==> config.mk <==
export PLATFORM = sky130hd
export DESIGN_NAME = decode_queue_flat
export DESIGN_NICKNAME = d
export VERILOG_FILES = /design/src/rtl/decode_queue_pkg.sv /design/src/rtl/decode_queue_if.sv /design/src/rtl/decode_queue_inst_decode.sv /design/src/rtl/decode_queue.sv /design/src/flat_wrapper.sv
export SDC_FILE = /design/constraint.sdc
export NUM_CORES = 1
export LEC_CHECK = 0
export CORE_ASPECT_RATIO = 1.4
export CORE_MARGIN = 5
export CORE_UTILIZATION = 55
export DETAILED_ROUTE_END_ITERATION = 10
export HOLD_SLACK_MARGIN = 0.05
export PLACE_DENSITY = 0.84
export SETUP_SLACK_MARGIN = 0.3
export SYNTH_ARGS = -nofsm -noshare
export SYNTH_HDL_FRONTEND = slang
export SYNTH_SLANG_ARGS = --single-unit
==> constraint.sdc <==
create_clock -name clk -period 52 [get_ports clk]
set_input_delay 10.4 -clock clk [delete_from_list [all_inputs] [get_ports clk]]
set_output_delay 10.4 -clock clk [all_outputs]
set_load 0.1 [all_outputs]
==> src/rtl/decode_queue_pkg.sv <==
// decode_queue shared types: widths, internal op codes,
// RV32I major opcodes and the issue-register bundle.
package decode_queue_pkg;

  localparam int PcLength     = 31;
  localparam int DataLength   = 31;
  localparam int OpcodeLength = 5;

  typedef enum logic [OpcodeLength:0] {
    OP_NOP     = 6'd0,
    OP_LUI     = 6'd1,
    OP_AUIPC   = 6'd2,
    OP_JAL     = 6'd3,
    OP_JALR    = 6'd4,
    OP_BEQ     = 6'd5,
    OP_BNE     = 6'd6,
    OP_BLT     = 6'd7,
    OP_BGE     = 6'd8,
    OP_BLTU    = 6'd9,
    OP_BGEU    = 6'd10,
    OP_LB      = 6'd11,
    OP_LH      = 6'd12,
    OP_LW      = 6'd13,
    OP_LBU     = 6'd14,
    OP_LHU     = 6'd15,
    OP_SB      = 6'd16,
    OP_SH      = 6'd17,
    OP_SW      = 6'd18,
    OP_ADDI    = 6'd19,
    OP_SLTI    = 6'd20,
    OP_SLTIU   = 6'd21,
    OP_XORI    = 6'd22,
    OP_ORI     = 6'd23,
    OP_ANDI    = 6'd24,
    OP_SLLI    = 6'd25,
    OP_SRLI    = 6'd26,
    OP_SRAI    = 6'd27,
    OP_ADD     = 6'd28,
    OP_SUB     = 6'd29,
    OP_SLL     = 6'd30,
    OP_SLT     = 6'd31,
    OP_SLTU    = 6'd32,
    OP_XOR     = 6'd33,
    OP_SRL     = 6'd34,
    OP_SRA     = 6'd35,
    OP_OR      = 6'd36,
    OP_AND     = 6'd37,
    OP_ILLEGAL = 6'd63
  } op_e;

  localparam logic [6:0] OPC_LUI    = 7'b0110111;
  localparam logic [6:0] OPC_AUIPC  = 7'b0010111;
  localparam logic [6:0] OPC_JAL    = 7'b1101111;
  localparam logic [6:0] OPC_JALR   = 7'b1100111;
  localparam logic [6:0] OPC_BRANCH = 7'b1100011;
  localparam logic [6:0] OPC_LOAD   = 7'b0000011;
  localparam logic [6:0] OPC_STORE  = 7'b0100011;
  localparam logic [6:0] OPC_OP_IMM = 7'b0010011;
  localparam logic [6:0] OPC_OP     = 7'b0110011;
  localparam logic [6:0] OPC_FENCE  = 7'b0001111;
  localparam logic [6:0] OPC_SYSTEM = 7'b1110011;

  localparam logic [6:0] F7_ZERO = 7'b0000000;
  localparam logic [6:0] F7_ALT  = 7'b0100000;

  typedef struct packed {
    logic                  empty;
    logic [PcLength:0]     pc;
    logic [OpcodeLength:0] op;
    logic [4:0]            rd;
    logic [4:0]            rs1;
    logic [4:0]            rs2;
    logic [DataLength:0]   imm;
  } issue_t;

endpackage

==> src/rtl/decode_queue_if.sv <==
// Fetch / ROB / register-file signal bundle
// for decode_queue.
interface decode_queue_if;

  logic        is_exception_from_rob;
  logic        is_full_from_rob;
  logic        valid_from_fetch;
  logic [31:0] inst_from_fetch;
  logic [31:0] pc_from_fetch;
  logic        ready_to_fetch;
  logic        is_empty_to_rf;
  logic [31:0] pc_to_rf;
  logic [5:0]  op_to_rf;
  logic [4:0]  rd_to_rf;
  logic [4:0]  rs1_to_rf;
  logic [4:0]  rs2_to_rf;
  logic [31:0] imm_to_rf;

  modport slave (
    input  is_exception_from_rob,
    input  is_full_from_rob,
    input  valid_from_fetch,
    input  inst_from_fetch,
    input  pc_from_fetch,
    output ready_to_fetch,
    output is_empty_to_rf,
    output pc_to_rf,
    output op_to_rf,
    output rd_to_rf,
    output rs1_to_rf,
    output rs2_to_rf,
    output imm_to_rf
  );

  modport master (
    output is_exception_from_rob,
    output is_full_from_rob,
    output valid_from_fetch,
    output inst_from_fetch,
    output pc_from_fetch,
    input  ready_to_fetch,
    input  is_empty_to_rf,
    input  pc_to_rf,
    input  op_to_rf,
    input  rd_to_rf,
    input  rs1_to_rf,
    input  rs2_to_rf,
    input  imm_to_rf
  );

endinterface

==> src/rtl/decode_queue_inst_decode.sv <==
// Combinational RV32I decoder: op, operands, immediate,
// and a legal flag for words it cannot decode.
module inst_decode
  import decode_queue_pkg::*;
(
  input  logic [31:0] inst,
  output logic [5:0]  op,
  output logic [4:0]  rd,
  output logic [4:0]  rs1,
  output logic [4:0]  rs2,
  output logic [31:0] imm,
  output logic        legal
);

  logic [6:0]  opc;
  logic [2:0]  f3;
  logic [6:0]  f7;
  logic [31:0] imm_i;
  logic [31:0] imm_s;
  logic [31:0] imm_b;
  logic [31:0] imm_u;
  logic [31:0] imm_j;
  logic [31:0] shamt;

  assign opc   = inst[6:0];
  assign f3    = inst[14:12];
  assign f7    = inst[31:25];
  assign imm_i = {{20{inst[31]}}, inst[31:20]};
  assign imm_s = {{20{inst[31]}}, inst[31:25],
                  inst[11:7]};
  assign imm_b = {{19{inst[31]}}, inst[31], inst[7],
                  inst[30:25], inst[11:8], 1'b0};
  assign imm_u = {inst[31:12], 12'b0};
  assign imm_j = {{11{inst[31]}}, inst[31],
                  inst[19:12], inst[20],
                  inst[30:21], 1'b0};
  assign shamt = {27'b0, inst[24:20]};

  // Major-opcode dispatch, then funct3/funct7 refinement.
  always_comb begin
    op    = OP_NOP;
    rd    = '0;
    rs1   = '0;
    rs2   = '0;
    imm   = '0;
    legal = 1'b1;
    unique case (1'b1)
      (opc == OPC_LUI): begin
        op  = OP_LUI;
        rd  = inst[11:7];
        imm = imm_u;
      end
      (opc == OPC_AUIPC): begin
        op  = OP_AUIPC;
        rd  = inst[11:7];
        imm = imm_u;
      end
      (opc == OPC_JAL): begin
        op  = OP_JAL;
        rd  = inst[11:7];
        imm = imm_j;
      end
      (opc == OPC_JALR): begin
        op    = OP_JALR;
        rd    = inst[11:7];
        rs1   = inst[19:15];
        imm   = imm_i;
        legal = (f3 == 3'b000);
      end
      (opc == OPC_BRANCH): begin
        rs1 = inst[19:15];
        rs2 = inst[24:20];
        imm = imm_b;
        case (f3)
          3'b000:  op = OP_BEQ;
          3'b001:  op = OP_BNE;
          3'b100:  op = OP_BLT;
          3'b101:  op = OP_BGE;
          3'b110:  op = OP_BLTU;
          3'b111:  op = OP_BGEU;
          default: legal = 1'b0;
        endcase
      end
      (opc == OPC_LOAD): begin
        rd  = inst[11:7];
        rs1 = inst[19:15];
        imm = imm_i;
        case (f3)
          3'b000:  op = OP_LB;
          3'b001:  op = OP_LH;
          3'b010:  op = OP_LW;
          3'b100:  op = OP_LBU;
          3'b101:  op = OP_LHU;
          default: legal = 1'b0;
        endcase
      end
      (opc == OPC_STORE): begin
        rs1 = inst[19:15];
        rs2 = inst[24:20];
        imm = imm_s;
        case (f3)
          3'b000:  op = OP_SB;
          3'b001:  op = OP_SH;
          3'b010:  op = OP_SW;
          default: legal = 1'b0;
        endcase
      end
      (opc == OPC_OP_IMM): begin
        rd  = inst[11:7];
        rs1 = inst[19:15];
        imm = imm_i;
        case (f3)
          3'b000: op = OP_ADDI;
          3'b010: op = OP_SLTI;
          3'b011: op = OP_SLTIU;
          3'b100: op = OP_XORI;
          3'b110: op = OP_ORI;
          3'b111: op = OP_ANDI;
          3'b001: begin
            op    = OP_SLLI;
            imm   = shamt;
            legal = (f7 == F7_ZERO);
          end
          default: begin
            imm = shamt;
            if (f7 == F7_ZERO)
              op = OP_SRLI;
            else if (f7 == F7_ALT)
              op = OP_SRAI;
            else
              legal = 1'b0;
          end
        endcase
      end
      (opc == OPC_OP): begin
        rd  = inst[11:7];
        rs1 = inst[19:15];
        rs2 = inst[24:20];
        if (f7 == F7_ZERO) begin
          case (f3)
            3'b000:  op = OP_ADD;
            3'b001:  op = OP_SLL;
            3'b010:  op = OP_SLT;
            3'b011:  op = OP_SLTU;
            3'b100:  op = OP_XOR;
            3'b101:  op = OP_SRL;
            3'b110:  op = OP_OR;
            default: op = OP_AND;
          endcase
        end else if (f7 == F7_ALT && f3 == 3'b000) begin
          op = OP_SUB;
        end else if (f7 == F7_ALT && f3 == 3'b101) begin
          op = OP_SRA;
        end else begin
          legal = 1'b0;
        end
      end
      (opc == OPC_FENCE): begin
        op = OP_NOP;
      end
      (opc == OPC_SYSTEM): begin
        legal = (inst == 32'h0000_0073) ||
                (inst == 32'h0010_0073);
      end
      default: legal = 1'b0;
    endcase
    if (!legal) begin
      op  = OP_NOP;
      rd  = '0;
      rs1 = '0;
      rs2 = '0;
      imm = '0;
    end
  end

endmodule

==> src/rtl/decode_queue.sv <==
// Fetch FIFO + decode + issue register. Optional macro
// DECODE_ILLEGAL_TRAP_EN issues undecodable words as op 63.
module decode_queue
  import decode_queue_pkg::*;
#(
  parameter int Depth = 8
) (
  input  logic           clk,
  input  logic           rst,
  decode_queue_if.slave  bus
);

  localparam int PW = $clog2(Depth);
  localparam int CW = PW + 1;
  localparam logic [CW-1:0] FullCnt = CW'(Depth);

  logic [31:0]   inst_q [Depth];
  logic [31:0]   inst_d [Depth];
  logic [31:0]   pc_q   [Depth];
  logic [31:0]   pc_d   [Depth];
  logic [PW-1:0] head_q, head_d;
  logic [PW-1:0] tail_q, tail_d;
  logic [CW-1:0] count_q, count_d;
  issue_t        iss_q, iss_d;

  logic        ready;
  logic        flush;
  logic        push;
  logic        pop;
  logic [31:0] head_inst;
  logic [5:0]  dec_op;
  logic [4:0]  dec_rd;
  logic [4:0]  dec_rs1;
  logic [4:0]  dec_rs2;
  logic [31:0] dec_imm;
  logic        dec_legal;

  assign ready = (count_q != FullCnt);
  assign flush = bus.is_exception_from_rob;
  assign push  = bus.valid_from_fetch && ready &&
                 !flush;
  assign pop   = (count_q != '0) &&
                 !bus.is_full_from_rob && !flush;
  assign head_inst = inst_q[head_q];

  inst_decode u_dec (
    .inst  (head_inst),
    .op    (dec_op),
    .rd    (dec_rd),
    .rs1   (dec_rs1),
    .rs2   (dec_rs2),
    .imm   (dec_imm),
    .legal (dec_legal)
  );

  // FIFO next state: flush clears, else push/pop.
  always_comb begin
    for (int i = 0; i < Depth; i++) begin
      inst_d[i] = inst_q[i];
      pc_d[i]   = pc_q[i];
    end
    head_d  = head_q;
    tail_d  = tail_q;
    count_d = count_q;
    if (flush) begin
      head_d  = '0;
      tail_d  = '0;
      count_d = '0;
    end else begin
      if (push) begin
        inst_d[tail_q] = bus.inst_from_fetch;
        pc_d[tail_q]   = bus.pc_from_fetch;
        tail_d         = tail_q + PW'(1);
      end
      if (pop)
        head_d = head_q + PW'(1);
      if (push && !pop)
        count_d = count_q + CW'(1);
      else if (pop && !push)
        count_d = count_q - CW'(1);
    end
  end

  // Issue register: empty unless a decodable pop.
  always_comb begin
    iss_d       = iss_q;
    iss_d.empty = 1'b1;
    if (flush) begin
      iss_d       = '0;
      iss_d.empty = 1'b1;
    end else if (pop && dec_legal) begin
      iss_d.empty = 1'b0;
      iss_d.pc    = pc_q[head_q];
      iss_d.op    = dec_op;
      iss_d.rd    = dec_rd;
      iss_d.rs1   = dec_rs1;
      iss_d.rs2   = dec_rs2;
      iss_d.imm   = dec_imm;
    end
`ifdef DECODE_ILLEGAL_TRAP_EN
    else if (pop) begin
      iss_d.empty = 1'b0;
      iss_d.pc    = pc_q[head_q];
      iss_d.op    = OP_ILLEGAL;
      iss_d.rd    = '0;
      iss_d.rs1   = '0;
      iss_d.rs2   = '0;
      iss_d.imm   = head_inst;
    end
`else
`endif
  end

  // State registers with asynchronous reset.
  always_ff @(posedge clk or posedge rst) begin
    if (rst) begin
      for (int i = 0; i < Depth; i++) begin
        inst_q[i] <= '0;
        pc_q[i]   <= '0;
      end
      head_q      <= '0;
      tail_q      <= '0;
      count_q     <= '0;
      iss_q       <= '0;
      iss_q.empty <= 1'b1;
    end else begin
      for (int i = 0; i < Depth; i++) begin
        inst_q[i] <= inst_d[i];
        pc_q[i]   <= pc_d[i];
      end
      head_q  <= head_d;
      tail_q  <= tail_d;
      count_q <= count_d;
      iss_q   <= iss_d;
    end
  end

  assign bus.ready_to_fetch = ready;
  assign bus.is_empty_to_rf = iss_q.empty;
  assign bus.pc_to_rf       = iss_q.pc;
  assign bus.op_to_rf       = iss_q.op;
  assign bus.rd_to_rf       = iss_q.rd;
  assign bus.rs1_to_rf      = iss_q.rs1;
  assign bus.rs2_to_rf      = iss_q.rs2;
  assign bus.imm_to_rf      = iss_q.imm;

endmodule

==> src/flat_wrapper.sv <==
// flat-port wrapper written by rule: the top's interface ports become plain ports
module decode_queue_flat import decode_queue_pkg::*;
#(
  parameter int Depth = 8
)
  (clk, rst, bus_is_exception_from_rob, bus_is_full_from_rob, bus_valid_from_fetch, bus_inst_from_fetch, bus_pc_from_fetch, bus_ready_to_fetch, bus_is_empty_to_rf, bus_pc_to_rf, bus_op_to_rf, bus_rd_to_rf, bus_rs1_to_rf, bus_rs2_to_rf, bus_imm_to_rf);
  decode_queue_if bus_i ();
  input  logic clk;
  input  logic rst;
  input wire logic [$bits(bus_i.is_exception_from_rob)-1:0] bus_is_exception_from_rob;
  input wire logic [$bits(bus_i.is_full_from_rob)-1:0] bus_is_full_from_rob;
  input wire logic [$bits(bus_i.valid_from_fetch)-1:0] bus_valid_from_fetch;
  input wire logic [$bits(bus_i.inst_from_fetch)-1:0] bus_inst_from_fetch;
  input wire logic [$bits(bus_i.pc_from_fetch)-1:0] bus_pc_from_fetch;
  output wire logic [$bits(bus_i.ready_to_fetch)-1:0] bus_ready_to_fetch;
  output wire logic [$bits(bus_i.is_empty_to_rf)-1:0] bus_is_empty_to_rf;
  output wire logic [$bits(bus_i.pc_to_rf)-1:0] bus_pc_to_rf;
  output wire logic [$bits(bus_i.op_to_rf)-1:0] bus_op_to_rf;
  output wire logic [$bits(bus_i.rd_to_rf)-1:0] bus_rd_to_rf;
  output wire logic [$bits(bus_i.rs1_to_rf)-1:0] bus_rs1_to_rf;
  output wire logic [$bits(bus_i.rs2_to_rf)-1:0] bus_rs2_to_rf;
  output wire logic [$bits(bus_i.imm_to_rf)-1:0] bus_imm_to_rf;
  assign bus_i.is_exception_from_rob = bus_is_exception_from_rob;
  assign bus_i.is_full_from_rob = bus_is_full_from_rob;
  assign bus_i.valid_from_fetch = bus_valid_from_fetch;
  assign bus_i.inst_from_fetch = bus_inst_from_fetch;
  assign bus_i.pc_from_fetch = bus_pc_from_fetch;
  assign bus_ready_to_fetch = bus_i.ready_to_fetch;
  assign bus_is_empty_to_rf = bus_i.is_empty_to_rf;
  assign bus_pc_to_rf = bus_i.pc_to_rf;
  assign bus_op_to_rf = bus_i.op_to_rf;
  assign bus_rd_to_rf = bus_i.rd_to_rf;
  assign bus_rs1_to_rf = bus_i.rs1_to_rf;
  assign bus_rs2_to_rf = bus_i.rs2_to_rf;
  assign bus_imm_to_rf = bus_i.imm_to_rf;
  decode_queue #(.Depth(Depth)) u_core (.clk(clk), .rst(rst), .bus(bus_i));
endmodule
==> results of run 1 <==
[stage by stage]
step | instance area [um^2] | hold WS, ns | total power, W | util
6_report | 31900 | 0.501 | 0.00151 | 0.627
5_1_grt | 31900 | 0.510 | 0.00158 | 0.627
4_1_cts | 31900 | 0.502 | 0.00151 | 0.627
3_5_place_dp | 30200 | 0.488 | 0.00111 | 0.593
3_3_place_gp | 30200 | 0.481 | 0.00108 | 0.593
2_1_floorplan | 28100 | 0.474 | 0.000980 | -
[area by class of cell]
type | count | area [um^2]
Antenna cell | 2 | 5.00
Clock buffer | 78 | 1580
Clock inverter | 16 | 170
Fill cell | 3645 | 19000
Inverter | 10 | 46.3
Multi-Input combinational cell | 1152 | 12300
Sequential cell | 608 | 15200
Tap cell | 650 | 813
Timing Repair Buffer | 185 | 1780
[Yosys cell counts (19+ instances only)]
cell type,instances
nor2_1,40
nand3_1,19
mux2_1,20
dfrtp_1,607
nand2_1,44
nor2b_1,21
clkbuf_1,79
a21oi_1,23
mux2i_1,126
mux4_2,117
mux2_2,526
nand2b_1,74
o21ai_0,23
[worst max path at each step]
stage,from,endpoint,slack (ns),cells after the start
after floorplan,rst,u_core.bus.imm_to_rf[0],24.58,1
after global placement,rst,u_core.pc_q[156],37.88,5
after detailed placement,rst,u_core.bus.pc_to_rf[25],37.71,5
after CTS,rst,u_core.pc_q[58],38.38,5
after global routing,rst,u_core.pc_q[185],37.91,5
final,rst,u_core.pc_q[223],38.53,5
[flip-flops by register name, summed over array words and instances, names as in the netlist]
register / cells
u_core.count_q: 4
u_core.bus.op_to_rf: 6
u_core.bus.pc_to_rf: 32
u_core.pc_q: 256
u_core.inst_q: 256
u_core.tail_q: 3
u_core.bus.rs1_to_rf: 5
u_core.bus.imm_to_rf: 32
u_core.bus.rd_to_rf: 5
u_core.bus.rs2_to_rf: 5
u_core.head_q: 3
u_core.bus.is_empty_to_rf: 1
[cell families (layout without fill, tap and decap cells)]
logic type | after synthesis | in the layout | share of synthesized area
AOI/OAI and AO/OA | 103 | 103 | 0.0241
xor gates and xnor gates | 9 | 9 | 0.00281
adders and majority gates | 5 | 5 | 0.00249
buffers and inverters | 128 | 289 | 0.0222
DFF | 608 | 608 | 0.542
muxes | 792 | 792 | 0.359
other | 0 | 2 | 0
and+or+nand+nor | 243 | 243 | 0.0475
[worst max-delay path, stage by stage]
cell             delay (ns)
clkdlybuf4s50_1        0.49
inv_8                  0.59
buf_12                 0.75
buf_4                  0.77
buf_4                  0.83
[layer usage]
| metal | track usage | vias up |
|---|---|---|
| li1 | - | 7214 |
| met1 | 0.295 | 8931 |
| met2 | 0.423 | 482 |
| met3 | 0.0396 | 171 |
| met4 | 0.0872 | 0 |
| met5 | 0 | - |
[power by group through the flow]
stage | Clock [W] | Sequential [W] | Combinational [W]
global route | 0.000428 | 0.000652 | 0.000499
floorplan | 0 | 0.000618 | 0.000362
global placement | 0 | 0.000638 | 0.000445
finish | 0.000401 | 0.000641 | 0.000465
detailed placement | 0 | 0.000648 | 0.000461
CTS | 0.000408 | 0.000640 | 0.000465
==> results.yml, run 1 <==
cts:
  clock_path_buffers: 3
  path_clk_slew_ns: 0.06
  cts_max_level: 2
  numCtsBuffers: 55
  cts_tree: "yes"
  root_buffer: "clkbuf_16"
  cts_resized: 0
  cts_setup_buffers: 0
  ctsHoldBuffers: 0
  clock_sinks: 608
  clk_latency_ns: 0.62
layout:
  layout_commonest_cell: "dfrtp_1"
  area_delta_synth_final_pct: 13.6
  drive_gt1_frac: 0.384
  final_cells: 2701
  mostFrequentLayoutCells: "605 x dfrtp_1, 526 x mux2_2, 154 x clkdlybuf4s50_1, 126 x mux2i_1, 117 x mux4_2"
  final_nets: 2086
setup_path:
  crit_type: "in2async"
  critPathMaxFanout: 177
  rr_startpoint: "u_core.head_q[1]"
  reg2reg_to: "u_core.bus.imm_to_rf[27]"
  rrSetupSlack_ns: 46.18
  end_kind: "async pin"
  ff2ff_path_depth: 11
  start_kind: "input port"
  cp.required_ns: 52.61
  critPathArrivalTime_ns: 14.08
yosys:
  synth_area_leaders: "dfrtp_1 54%, mux2_2 21%, mux4_2 9.4%"
  yosys_warnings: 0
  synth-seq-cells: 608
  syn_area_um2: 28100
  avgSynthCellArea_um2: 14.9
  yosysUniqueCellTypes: 65
  async_flop_share: 1.00
  syn_inst: 1888
  syn_nets: 1962
  synth_top_area_share: 0.541
  synthFlopType: "dfrtp_1"
  synth.yosys.seq_area_share: 0.542
  synth_edf_count: 0
  synth_area_leader_cell: "dfrtp_1"
sta:
  setup_viol: 0
  slew_violations: 0
  finalWorstSetupSlack_ns: 38.53
  relSlewSlack: 0.231
  period_minus_slack_ns: 13.47
  finalHoldViolCount: 0
  finalSetupTns_ns: 0
  worstMarginPinSlew_ns: 1.14
  skew_ns: 0.0203
  max_freq_ghz: 0.0742
  rsz0062_at_grt: "false"
  min_period_over_period: 0.259
grt:
  antenna_found_initial: 4
  grt_pass1_wl_um: 106000
  grt-ovfl-total: 0
  grt_use_total: 0.238
  grt_start_max_net_pins: 178
  grt_pass1_vias: 18500
pwr:
  switching_power_w: 0.000481
  power.clock.fraction: 0.266
  vdd_ir_drop_max_uv: 33.2
  p_int_w: 0.00103
  p_leak_nw: 14.9
  p_comb_frac: 0.308
  switching_share: 0.319
  p_seq_frac: 0.425
  cellPowerDensity_nw_per_um2: 47.2
status:
  violations: "DRC"
  run_status: "finished with violations"
routing:
  dr_wl_met2_um: 34900
  avgRoutedWirePerCell_um: 24.6
  route.met3.wl_um: 2990
  drc: 1
  routed_wirelength_um: 66500
  antenna_left: 0
  drt_pass1_iterations: 10
  num_vias: 16800
  dr.first_iter.drc_count: 1272
  drt-vias-per-instance: 6.22
  met1Wirelength_um: 26000
  top_layer: "met4"
floorplan:
  fp.dieH_um: 277
  die_area_um2: 55800
  ios: 156
  row_count: 98
  core_region_area_um2: 50900
  fp.dieW_um: 201
  initial_core_util: 0.552
worst_hold_path:
  hold_end: "u_core.inst_q[179]"
  worstHoldStart: "u_core.inst_q[179]"
  min_path_cells: 1
  hold_class: "reg2reg"
place:
  dpl_worst_slack_ns: 37.71
  port_buffers: 155
  gp_congestion: 0.939
  dpl.hpwl_um: 41300
  dp_cells: 2605
run:
  max_cap_violations: 0
(Power assumes the default switching activity.)
==> inputs of run 2 (changes only) <==
==> constraint.sdc (replaced) <==
create_clock -name clk -period 12.6 [get_ports clk]
set_input_delay 2.52 -clock clk [delete_from_list [all_inputs] [get_ports clk]]
set_output_delay 2.52 -clock clk [all_outputs]
set_load 0.1 [all_outputs]
==> results.yml, run 2 (synthesized netlist as in run 1, its figures left out) <==
place:
  gp_congestion: 0.857
  dpl.hpwl_um: 42900
  port_buffers: 155
  dpl_worst_slack_ns: 6.79
floorplan:
  ios: 156
  core_region_area_um2: 50900
  fp.dieH_um: 277
  die_area_um2: 55800
  fp.dieW_um: 201
  row_count: 98
  initial_core_util: 0.552
run:
  max_cap_violations: 0
sta:
  min_period_over_period: 0.459
  skew_ns: 0.0228
  rsz0062_at_grt: "false"
  finalWorstSetupSlack_ns: 6.82
  slew_violations: 0
  finalSetupTns_ns: 0
  max_freq_ghz: 0.173
  whs_ns: 0.502
  relSlewSlack: 0.278
  worstMarginPinSlew_ns: 1.08
  period_minus_slack_ns: 5.78
  setup_viol: 0
  finalHoldViolCount: 0
layout:
  layout_commonest_cell: "dfrtp_1"
  area_delta_synth_final_pct: 14.3
  mostFrequentLayoutCells: "605 x dfrtp_1, 526 x mux2_2, 154 x clkdlybuf4s50_1, 126 x mux2i_1, 117 x mux4_2"
  fillers: 3613
  final_nets: 2094
  drive_gt1_frac: 0.384
  reg_top3: "u_core.inst_q (256), u_core.pc_q (256)"
grt:
  grt-ovfl-total: 0
  grt_start_max_net_pins: 87
  grt_pass1_vias: 18300
  antenna_found_initial: 7
  grt_pass1_wl_um: 107000
  grt_use_total: 0.241
routing:
  routed_wirelength_um: 67200
  num_vias: 16700
  dr.first_iter.drc_count: 1114
  drt-vias-per-instance: 6.14
  drc: 0
  antenna_left: 0
  avgRoutedWirePerCell_um: 24.7
  drt_pass1_iterations: 5
setup_path:
  critPathMaxFanout: 64
  crit_type: "reg2reg"
  cp.required_ns: 13.10
  rrSetupSlack_ns: 6.82
  critPathArrivalTime_ns: 6.27
  end_kind: "flop"
  start_kind: "flop"
status:
  run_status: "completed"
cts:
  clock_sinks: 608
  clock_path_buffers: 3
  cts_setup_buffers: 0
  cts_tree: "yes"
  cts_resized: 0
  cts_max_level: 2
  numCtsBuffers: 58
  clk_latency_ns: 0.63
  path_clk_slew_ns: 0.06
  ctsHoldBuffers: 0
  root_buffer: "clkbuf_16"
pwr:
  vdd_ir_drop_max_uv: 129
  p_total_w: 0.00635
  p_leak_nw: 15.0
  cellPowerDensity_nw_per_um2: 198
worst_hold_path:
  hold_class: "reg2reg"
==> run 2: cell types whose count changed in the layout (fill, tap and decap cells not counted), sizes merged <==
cell	before	now
diode	2	5
clkbuf	78	92
clkinv	11	9
inv	12	9
bufinv	3	4
buf	31	36
clkinvlp	0	2
==> run 2: cell type report <==
cell class,instances,area [um^2],area share
repair buffers,190,1810,0.0563
clock buffers,92,1720,0.0535
well taps,650,813,0.0253
inverters,10,42.5,0.00132
diodes,5,12.5,0.000390
clock inverters,14,203,0.00631
multi-input cells,1152,12300,0.383
flip-flops and latches,608,15200,0.474
==> run 2: metal layers <==
metal  up-vias  wire, um  global-route usage
li1       7260         -                   -
met1      8929     25900               0.295
met2       394     35700               0.430
met3       121      2930              0.0405
met4         4      2600              0.0945
met5         -        27                   0
==> run 2: power by group <==
part           total, W  switching, W  internal [W]
clock network   0.00177      0.000750       0.00102
logic           0.00195       0.00101      0.000942
registers       0.00263      0.000264       0.00237
total           0.00635       0.00202       0.00433
==> run 2: final timing paths <==
kind,cells after the start,startpoint,endpoint
worst max-delay path,11,u_core.head_q[0],u_core.bus.rd_to_rf[2]
worst min-delay path,1,u_core.pc_q[76],u_core.pc_q[76]
worst max register to register,11,u_core.head_q[0],u_core.bus.rd_to_rf[2]
worst min register to register,1,u_core.pc_q[76],u_core.pc_q[76]
max in group asynchronous,4,rst,u_core.pc_q[250]
min in group asynchronous,2,rst,u_core.pc_q[136]
==> run 2: worst max-delay path, stage by stage, from the launching register on <==
cell	delay, ns
dfrtp_4	0.80
buf_4	0.88
mux4_2	0.62
mux2i_1	0.70
a21oi_1	0.18
o21a_1	0.21
a31oi_1	0.13
and4bb_2	0.28
o31ai_4	0.06
buf_4	0.44
buf_4	0.81
mux2_1	0.39
==> run 2: stage by stage <==
stage           util  instances  cell area [um^2]
2_1_floorplan      -       1888             28100
3_3_place_gp   0.593       2610             30200
3_5_place_dp   0.593       2610             30200
4_1_cts        0.631       2716             32100
5_1_grt        0.631       2719             32100
6_report       0.631       2721             32100
==> inputs of run 3 (changes only) <==
==> constraint.sdc (replaced) <==
create_clock -name clk -period 5.5 [get_ports clk]
set_input_delay 1.1 -clock clk [delete_from_list [all_inputs] [get_ports clk]]
set_output_delay 1.1 -clock clk [all_outputs]
set_load 0.1 [all_outputs]
==> results.yml, run 3 (synthesized netlist as in run 1, its figures left out) <==
setup_path:
  crit_cells: 10
  end_kind: "flop"
  slowest_stage: "dfrtp_4"
  max_stage_delay_ns: 1.10
  crit_chain: "buf_4, mux4_2, o21ai_0, nand4_1, or4_1, a21oi_2, o31ai_4, buf_4, buf_4, mux2i_1"
  critPathBufInv: 3
  ff2ff_path_depth: 10
  start_kind: "flop"
  critPathArrivalTime_ns: 5.33
  rr_startpoint: "u_core.head_q[1]"
  cp_common_cell: "buf_4"
  startpoint: "u_core.head_q[1]"
  cp.required_ns: 5.99
  crit_type: "reg2reg"
  critPathMaxFanout: 55
  crit_family: "flip-flops"
layout:
  drive_gt1_frac: 0.389
  regArea_um2: 15200
  fillers: 3627
  area_delta_synth_final_pct: 14.7
  final_nets: 2102
  multi_input_area_um2: 12300
  fin_util: 0.633
  mostFrequentLayoutCells: "605 x dfrtp_1, 526 x mux2_2, 154 x clkdlybuf4s50_1, 126 x mux2i_1, 117 x mux4_2"
  layout_commonest_cell: "dfrtp_1"
  reg_top3: "u_core.inst_q (256), u_core.pc_q (256)"
cts:
  clk_latency_ns: 0.63
  cts_tree: "yes"
  cts_max_level: 2
  ctsHoldBuffers: 0
  numCtsBuffers: 56
  cts_setup_buffers: 0
  clock_path_buffers: 3
  cts_resized: 0
  path_clk_slew_ns: 0.07
  root_buffer: "clkbuf_16"
  clock_sinks: 608
floorplan:
  die_area_um2: 55800
  fp.dieW_um: 201
  core_region_area_um2: 50900
  row_count: 98
  fp.dieH_um: 277
  ios: 156
  initial_core_util: 0.552
sta:
  slew_violations: 0
  min_period_over_period: 0.881
  period_minus_slack_ns: 4.84
  max_freq_ghz: 0.206
  finalHoldViolCount: 0
  worstMarginPinSlew_ns: 1.05
  relSlewSlack: 0.291
  whs_ns: 0.502
  rsz0062_at_grt: "false"
  skew_ns: 0.0362
  setup_viol: 0
grt:
  grt_start_max_net_pins: 145
  grt_use_total: 0.247
  grt_pass1_vias: 18600
  antenna_found_initial: 2
  grt_pass1_wl_um: 109000
  grt-ovfl-total: 0
place:
  port_buffers: 155
  gp_congestion: 0.896
  dpl.hpwl_um: 43400
routing:
  routed_wirelength_um: 68100
  dr.first_iter.drc_count: 1277
  avgRoutedWirePerCell_um: 25.0
  antenna_left: 0
  drt_pass1_iterations: 7
  drc: 0
  drt-vias-per-instance: 6.18
  num_vias: 16900
worst_hold_path:
  worstHoldStart: "u_core.pc_q[17]"
  hold_class: "reg2reg"
  min_path_cells: 1
run:
  max_cap_violations: 0
pwr:
  vdd_ir_drop_max_uv: 344
  cellPowerDensity_nw_per_um2: 450
  p_leak_nw: 15.1
status:
  run_status: "completed"
## run 3: changes by cell type in the layout (fill, tap and decap cells not counted), sizes merged
cell      delta
buf         +10
clkinvlp     +3
bufinv       -1
diode        -3
clkbuf       -7
inv          +3
## run 3: per-stage QoR
step | total power [W] | setup WS (ns) | TNS [ns] | cells | area (um^2)
global route | 0.0151 | 0.415 | 0 | 2724 | 32200
CTS | 0.0145 | 0.562 | 0 | 2724 | 32200
floorplan | 0.00927 | -3.89 | -2365.40 | 1888 | 28100
detailed placement | 0.0106 | 0.628 | 0 | 2620 | 30400
global placement | 0.0104 | 0.664 | 0 | 2620 | 30400
finish | 0.0145 | 0.657 | 0 | 2726 | 32200
## run 3: power breakdown
| part | internal, W | switching, W | total [W] | leakage [nW] |
|---|---|---|---|---|
| clock network | 0.00221 | 0.00172 | 0.00393 | 0.903 |
| registers | 0.00543 | 0.000664 | 0.00609 | 8.11 |
| logic | 0.00218 | 0.00227 | 0.00446 | 6.05 |
| total | 0.00982 | 0.00466 | 0.0145 | 15.1 |
## run 3: final timing paths
kind	to	slack, ns
max in group asynchronous	u_core.bus.imm_to_rf[30]	3.17
min in group asynchronous	u_core.pc_q[241]	1.06
setup reg to reg	u_core.bus.pc_to_rf[31]	0.66
setup / recovery	u_core.bus.pc_to_rf[31]	0.66
hold reg to reg	u_core.pc_q[17]	0.50
hold / removal	u_core.pc_q[17]	0.50
## run 3: cell type report
| type | instances | share of cell area |
|---|---|---|
| sequential | 608 | 0.473 |
| clock buffer | 85 | 0.0509 |
| clock inverter | 19 | 0.00676 |
| multi-input combinational | 1152 | 0.382 |
| antenna | 2 | 0.000155 |
| inverter | 10 | 0.00132 |
| timing repair buffer | 200 | 0.0612 |
| tap | 650 | 0.0252 |
## run 3: routing by layer
metal  track usage  share of wire  up-vias  wire [um]
met5             0        0.00019        -         13
met4        0.0992          0.040        2       2740
met2         0.427           0.52      465      35200
li1              -              -     7274          -
met1         0.314           0.40     8974      27200
met3        0.0387          0.044      139       3010
